===== src/rtl/wash_seq.sv =====
// rtl/wash_seq.sv - wash-cycle sequencer (charge, WASH/RINSE/SPIN countdown, pause); DOOR_LOCK_EN adds door_open/lock
module wash_seq #(
    parameter int SEC_DIV = 100000000,
    parameter int WASH_S  = 12,
    parameter int RINSE_S = 8,
    parameter int SPIN_S  = 5,
    parameter int PRICE0  = 10,
    parameter int PRICE1  = 6,
    parameter int PRICE2  = 4,
    parameter int PRICE3  = 8
) (
    input  logic        clk,
    input  logic        rst,
    input  logic        start,
    input  logic        pause,
    input  logic [1:0]  mode,
    input  logic [4:0]  set_min,
    input  logic [11:0] bal_in,
    output logic [11:0] bal_out,
    output logic [2:0]  phase,
    output logic [10:0] remain,
    output logic        busy,
    output logic        paused,
    output logic        done,
    output logic        err
`ifdef DOOR_LOCK_EN
    ,
    input  logic        door_open,
    output logic        lock
`endif
);

    typedef enum logic [2:0] {IDLE, CHARGE, WASH, RINSE, SPIN, PAUSED, FIN} state_t;

    localparam logic [26:0] DIV_LAST  = 27'(SEC_DIV - 1);
    localparam logic [10:0] WASH_LEN  = 11'(WASH_S);
    localparam logic [10:0] RINSE_LEN = 11'(RINSE_S);
    localparam logic [10:0] SPIN_LEN  = 11'(SPIN_S);

    state_t             state;
    logic [1:0]         mode_r;
    logic [4:0]         min_r;
    logic signed [11:0] bal_r;
    logic [26:0]        tick;
    logic [2:0]         saved;

    logic signed [11:0] price;
    logic [10:0]        min_len;
    logic [10:0]        wash_len;
    logic [10:0]        spin_len;
    state_t             first_st;
    state_t             nxt_st;
    state_t             resume_st;
    logic               bad;
    logic               pause_req;
    logic               resume_req;

    function automatic logic [2:0] light_of(state_t s);
        case (s)
            WASH:    light_of = 3'b001;
            RINSE:   light_of = 3'b010;
            SPIN:    light_of = 3'b100;
            default: light_of = 3'b000;
        endcase
    endfunction

    function automatic logic [10:0] len_of(state_t s, logic [10:0] wl, logic [10:0] sl);
        case (s)
            WASH:    len_of = wl;
            RINSE:   len_of = RINSE_LEN;
            SPIN:    len_of = sl;
            default: len_of = 11'd0;
        endcase
    endfunction

    // Price lookup, phase lengths, phase ordering and the charge/pause decisions
    always_comb begin
        case (mode_r)
            2'd0:    price = 12'(PRICE0);
            2'd1:    price = 12'(PRICE1);
            2'd2:    price = 12'(PRICE2);
            default: price = 12'(PRICE3);
        endcase
        min_len  = 11'(min_r) * 11'd60;
        wash_len = (mode_r == 2'd1) ? min_len : WASH_LEN;
        spin_len = (mode_r == 2'd2) ? min_len : SPIN_LEN;
        case (mode_r)
            2'd0, 2'd1: first_st = WASH;
            2'd2:       first_st = SPIN;
            default:    first_st = RINSE;
        endcase
        case (state)
            WASH:    nxt_st = (mode_r == 2'd0) ? RINSE : FIN;
            RINSE:   nxt_st = SPIN;
            default: nxt_st = FIN;
        endcase
        case (saved)
            3'b001:  resume_st = WASH;
            3'b010:  resume_st = RINSE;
            default: resume_st = SPIN;
        endcase
        bad = (bal_r < price) ||
              (((mode_r == 2'd1) || (mode_r == 2'd2)) && ((min_r == 5'd0) || (min_r > 5'd20)));
`ifdef DOOR_LOCK_EN
        bad        = bad || door_open;
        pause_req  = pause || door_open;
        resume_req = pause && !door_open;
`else
        pause_req  = pause;
        resume_req = pause;
`endif
    end

`ifdef DOOR_LOCK_EN
    assign lock = busy;
`endif

    // Sequencer state machine with registered outputs
    always_ff @(posedge clk or posedge rst) begin
        if (rst) begin
            state   <= IDLE;
            mode_r  <= 2'd0;
            min_r   <= 5'd0;
            bal_r   <= 12'sd0;
            tick    <= 27'd0;
            saved   <= 3'b000;
            bal_out <= 12'd0;
            phase   <= 3'b000;
            remain  <= 11'd0;
            busy    <= 1'b0;
            paused  <= 1'b0;
            done    <= 1'b0;
            err     <= 1'b0;
        end else begin
            done <= 1'b0;
            err  <= 1'b0;
            case (state)
                IDLE: begin
                    if (start) begin
                        mode_r <= mode;
                        min_r  <= set_min;
                        bal_r  <= bal_in;
                        busy   <= 1'b1;
                        state  <= CHARGE;
                    end
                end
                CHARGE: begin
                    if (bad) begin
                        err   <= 1'b1;
                        busy  <= 1'b0;
                        state <= IDLE;
                    end else begin
                        bal_out <= bal_r - price;
                        remain  <= len_of(first_st, wash_len, spin_len);
                        phase   <= light_of(first_st);
                        tick    <= 27'd0;
                        state   <= first_st;
                    end
                end
                WASH, RINSE, SPIN: begin
                    // A pause on the wrap cycle wins: count and remain stay frozen
                    if (pause_req) begin
                        saved  <= phase;
                        paused <= 1'b1;
                        state  <= PAUSED;
                    end else if (tick == DIV_LAST) begin
                        tick <= 27'd0;
                        if (remain == 11'd1) begin
                            if (nxt_st == FIN) begin
                                phase  <= 3'b000;
                                remain <= 11'd0;
                                busy   <= 1'b0;
                                done   <= 1'b1;
                                state  <= FIN;
                            end else begin
                                phase  <= light_of(nxt_st);
                                remain <= len_of(nxt_st, wash_len, spin_len);
                                state  <= nxt_st;
                            end
                        end else begin
                            remain <= remain - 11'd1;
                        end
                    end else begin
                        tick <= tick + 27'd1;
                    end
                end
                PAUSED: begin
                    if (resume_req) begin
                        paused <= 1'b0;
                        state  <= resume_st;
                    end
                end
                FIN: begin
                    state <= IDLE;
                end
                default: begin
                    state <= IDLE;
                end
            endcase
        end
    end

endmodule


===== config.mk =====
export PLATFORM = sky130hd
export DESIGN_NAME = wash_seq
export DESIGN_NICKNAME = d
export VERILOG_FILES = /design/src/rtl/wash_seq.sv
export SDC_FILE = /design/constraint.sdc
export NUM_CORES = 1
export LEC_CHECK = 0
export CORE_MARGIN = 2
export CORE_UTILIZATION = 54
export DETAILED_ROUTE_END_ITERATION = 8
export PLACE_DENSITY_LB_ADDON = 0.15
export SETUP_SLACK_MARGIN = 0.02
export SYNTH_ARGS = -nofsm -noshare
export SYNTH_HDL_FRONTEND = slang
export SYNTH_SLANG_ARGS = --single-unit

===== constraint.sdc =====
create_clock -name clk -period 4.3 [get_ports clk]
set_input_delay 0.86 -clock clk [delete_from_list [all_inputs] [get_ports clk]]
set_output_delay 0.86 -clock clk [all_outputs]
set_load 0.1 [all_outputs]

==> summary.txt <==
Route
  • DRT Pass-1 Iters: 5
  • Post-route ant nets: 0
  • Iteration-0 DRC Markers: 191
  • WL/cell: 16.13 µm
  • Post-route DRC: 0
  • DR vias: 4236
  • Via/cell ratio: 5.933
  • WL final: 11520 µm

CTS
  • Setup Buffers After CTS: 0
  • Htree depth: 3
  • CTS tree: built
  • Clk sinks: 82
  • Clk buf depth: 2
  • Clock buffer count from CTS: 9
  • Clk_lat worst skew: 0.35 ns
  • Clock transition at the registers of the reported paths: 0.09 ns
  • Cts hold-fix bufs: 0
  • Post-CTS Resized: 0
  • Root Buffer: clkbuf_8

Layout
  • Finished Cell Area: 5806 µm²
  • Register Area: 2052 µm²
  • # diodes: 0
  • Fill cell count: 806
  • Commonest cells after routing, fill and taps aside: dfrtp_1 (82), nand2_1 (56), o21ai_0 (55), clkdlybuf4s50_1 (52), nor2_1 (40)
  • Final net count: 655
  • Multi-input logic area: 2735 µm²
  • Share of cells above drive strength 1: 7.794%
  • Commonest non-fill, non-tap cell in the layout: dfrtp_1
  • Post-route insts no fill: 714
  • Syn-to-layout area delta: 16.20%

Setup path
  • Worst-path fanout max: 5
  • R2R Path Start: min_r[2]
  • Critical Path AT: 3.64 ns
  • Worst reg2reg path endpoint: remain[10]
  • Reg2reg path depth: 11
  • Kind of critical path: flip-flop to flip-flop
  • Worst setup EP type: flip-flop
  • Crit path required time: 4.57 ns
  • R2R Setup Slk: 0.93 ns
  • Startpoint Class: flip-flop

Logic synthesis
  • Sequential area share after synthesis: 41.07%
  • Netlist cell types: 63
  • Synth Instances: 549
  • Mapped cell area: 4996 µm²
  • Syn Nets: 606
  • Number of enable flip-flop cells after synthesis: 0
  • Synth async-reset ratio: 100.0%
  • Top FF cell, synth: dfrtp_1
  • Yosys warning count: 0
  • Mean post-synth cell area: 9.100 µm²
  • Seq cells post-synth: 82

STA
  • Endpoints failing setup: 0
  • Fin crit share: 78.28%
  • Slew HR: 34.63%
  • Slew @ Worst Pin: 0.9774 ns
  • RSZ-0062 raised after global routing: false
  • Post-route minimum period: 3.366 ns
  • Fin. max-slew vios: 0
  • Total negative slack: 0 ns
  • Fmax: 297.1 MHz
  • Hold Slack: 0.4776 ns
  • Final hold viol count: 0
  • Clock Skews: 0.01158 ns

Min path
  • WHS Path Cells: 2
  • HP Class: flip-flop to flip-flop
  • Worst Hold End: bal_out[0]
  • Hold path startpoint: bal_out[0]

Global route
  • Tot GR Track Use: 24.05%
  • Pin count of the biggest net entering global routing: 45
  • Vias in the first global route: 4039
  • Initial antenna violation count: 0
  • First-pass GRT wire length: 19400 µm
  • GRT overflow: 0

Die
  • Initial Utilization: 54.85%
  • Die height: 100.2 µm
  • # IOs: 53
  • Core ar.: 9109 µm²
  • Die X: 100.2 µm
  • Die area: 10040 µm²
  • Std cell rows: 35

Flow run
  • Max cap viols: 0

Placement
  • Placer Congestion: 0.9153
  • Dpl cell area: 5628 µm²
  • Post-DP HPWL: 8507 µm
  • IO Port Bufs: 52
  • Placed Cells: 698

Outcome
  • Outcome: complete, no violations
==> state kept, by name (all words and copies together) (netlist names) <==
register	cells
tick	27
mode_r	2
paused	1
done	1
saved	3
bal_r	12
state	3
err	1
min_r	5
remain	11
bal_out	12
busy	1
phase	3
==> synth_stat cells, drive strengths merged (4+ instances only) <==
library cell  count  area (µm²)
nand2            57       216.5
fa                8       160.2
nand4             7       50.05
ha               26       325.3
xnor2            15       131.4
xor2              6       52.55
buf               4       20.02
and3              8       50.05
o21ai            63       319.0
nand3            16       80.08
or4               4       33.78
a21oi            39       198.9
nor2b             7       43.79
a31oi             6       43.79
o21a              7       52.55
dfrtp            82        2052
nor3             17       90.09
nor2             40       150.1
nand4b            4       41.29
nor4b             6       52.55
nand2b            6       37.54
inv              36       135.1
clkbuf           16       60.06
mux2             12       138.9
or3               9       56.30
==> metal layers <==
| layer | track usage (%) | share of wire, % | vias up |
|---|---|---|---|
| met5 | 0 | 0 | - |
| met3 | 5.292 | 5.9 | 15 |
| met2 | 38.46 | 47 | 139 |
| met1 | 33.59 | 45 | 2018 |
| met4 | 5.901 | 1.4 | 0 |
| li1 | - | - | 2064 |
==> kinds of logic (layout without fill, tap and decap cells) <==
family / after synthesis / in the layout / share of synthesized area, %
AO/OA/AOI/OAI: 149 / 149 / 18.03
XOR/XNOR: 21 / 21 / 3.682
adder cells (fa/ha/maj): 34 / 34 / 9.717
buffers and inverters: 56 / 110 / 4.308
flip-flops: 82 / 82 / 41.07
multiplexers: 13 / 13 / 2.980
AND/OR/NAND/NOR: 194 / 194 / 20.21
==> worst max-delay path by stage <==
stage,from,end,slack [ns]
2_1_floorplan,min_r[2],remain[10],1.22
3_3_place_gp,min_r[2],remain[10],1.11
3_5_place_dp,min_r[2],remain[10],0.97
4_1_cts,min_r[2],remain[10],0.94
5_1_grt,mode_r[0],remain[6],0.77
6_report,min_r[2],remain[10],0.93
==> stage by stage <==
stage / util, % / worst slack (ns)
3_5_place_dp: 61.79 / 0.9736
5_1_grt: 63.74 / 0.7726
3_3_place_gp: 61.79 / 1.109
4_1_cts: 63.74 / 0.9400
2_1_floorplan: - / 1.224
6_report: 63.74 / 0.9340
==> area by class of cell <==
class                   instances  share of cell area [%]
multi-input cells             411                   47.11
clock buffers                  10                   2.371
clock inverters                 6                  0.6897
well taps                     111                   2.392
repair buffers                 58                   9.741
flip-flops and latches         82                   35.34
inverters                      36                   2.349
==> worst max-delay path, stage by stage, from the launching register on <==
cell and delay, ns:
dfrtp_1 0.45, inv_1 0.24, fa_1 0.49, fa_1 0.51, inv_1 0.04, ha_1 0.34, nor2b_1 0.16, o31a_1 0.25
o21ai_0 0.19, a21boi_0 0.12, o32a_1 0.34, o22ai_1 0.14
Power is left out: the tool's default activity adds up to more than one toggle a clock period on the data nets, which glitch-free logic cannot reach.
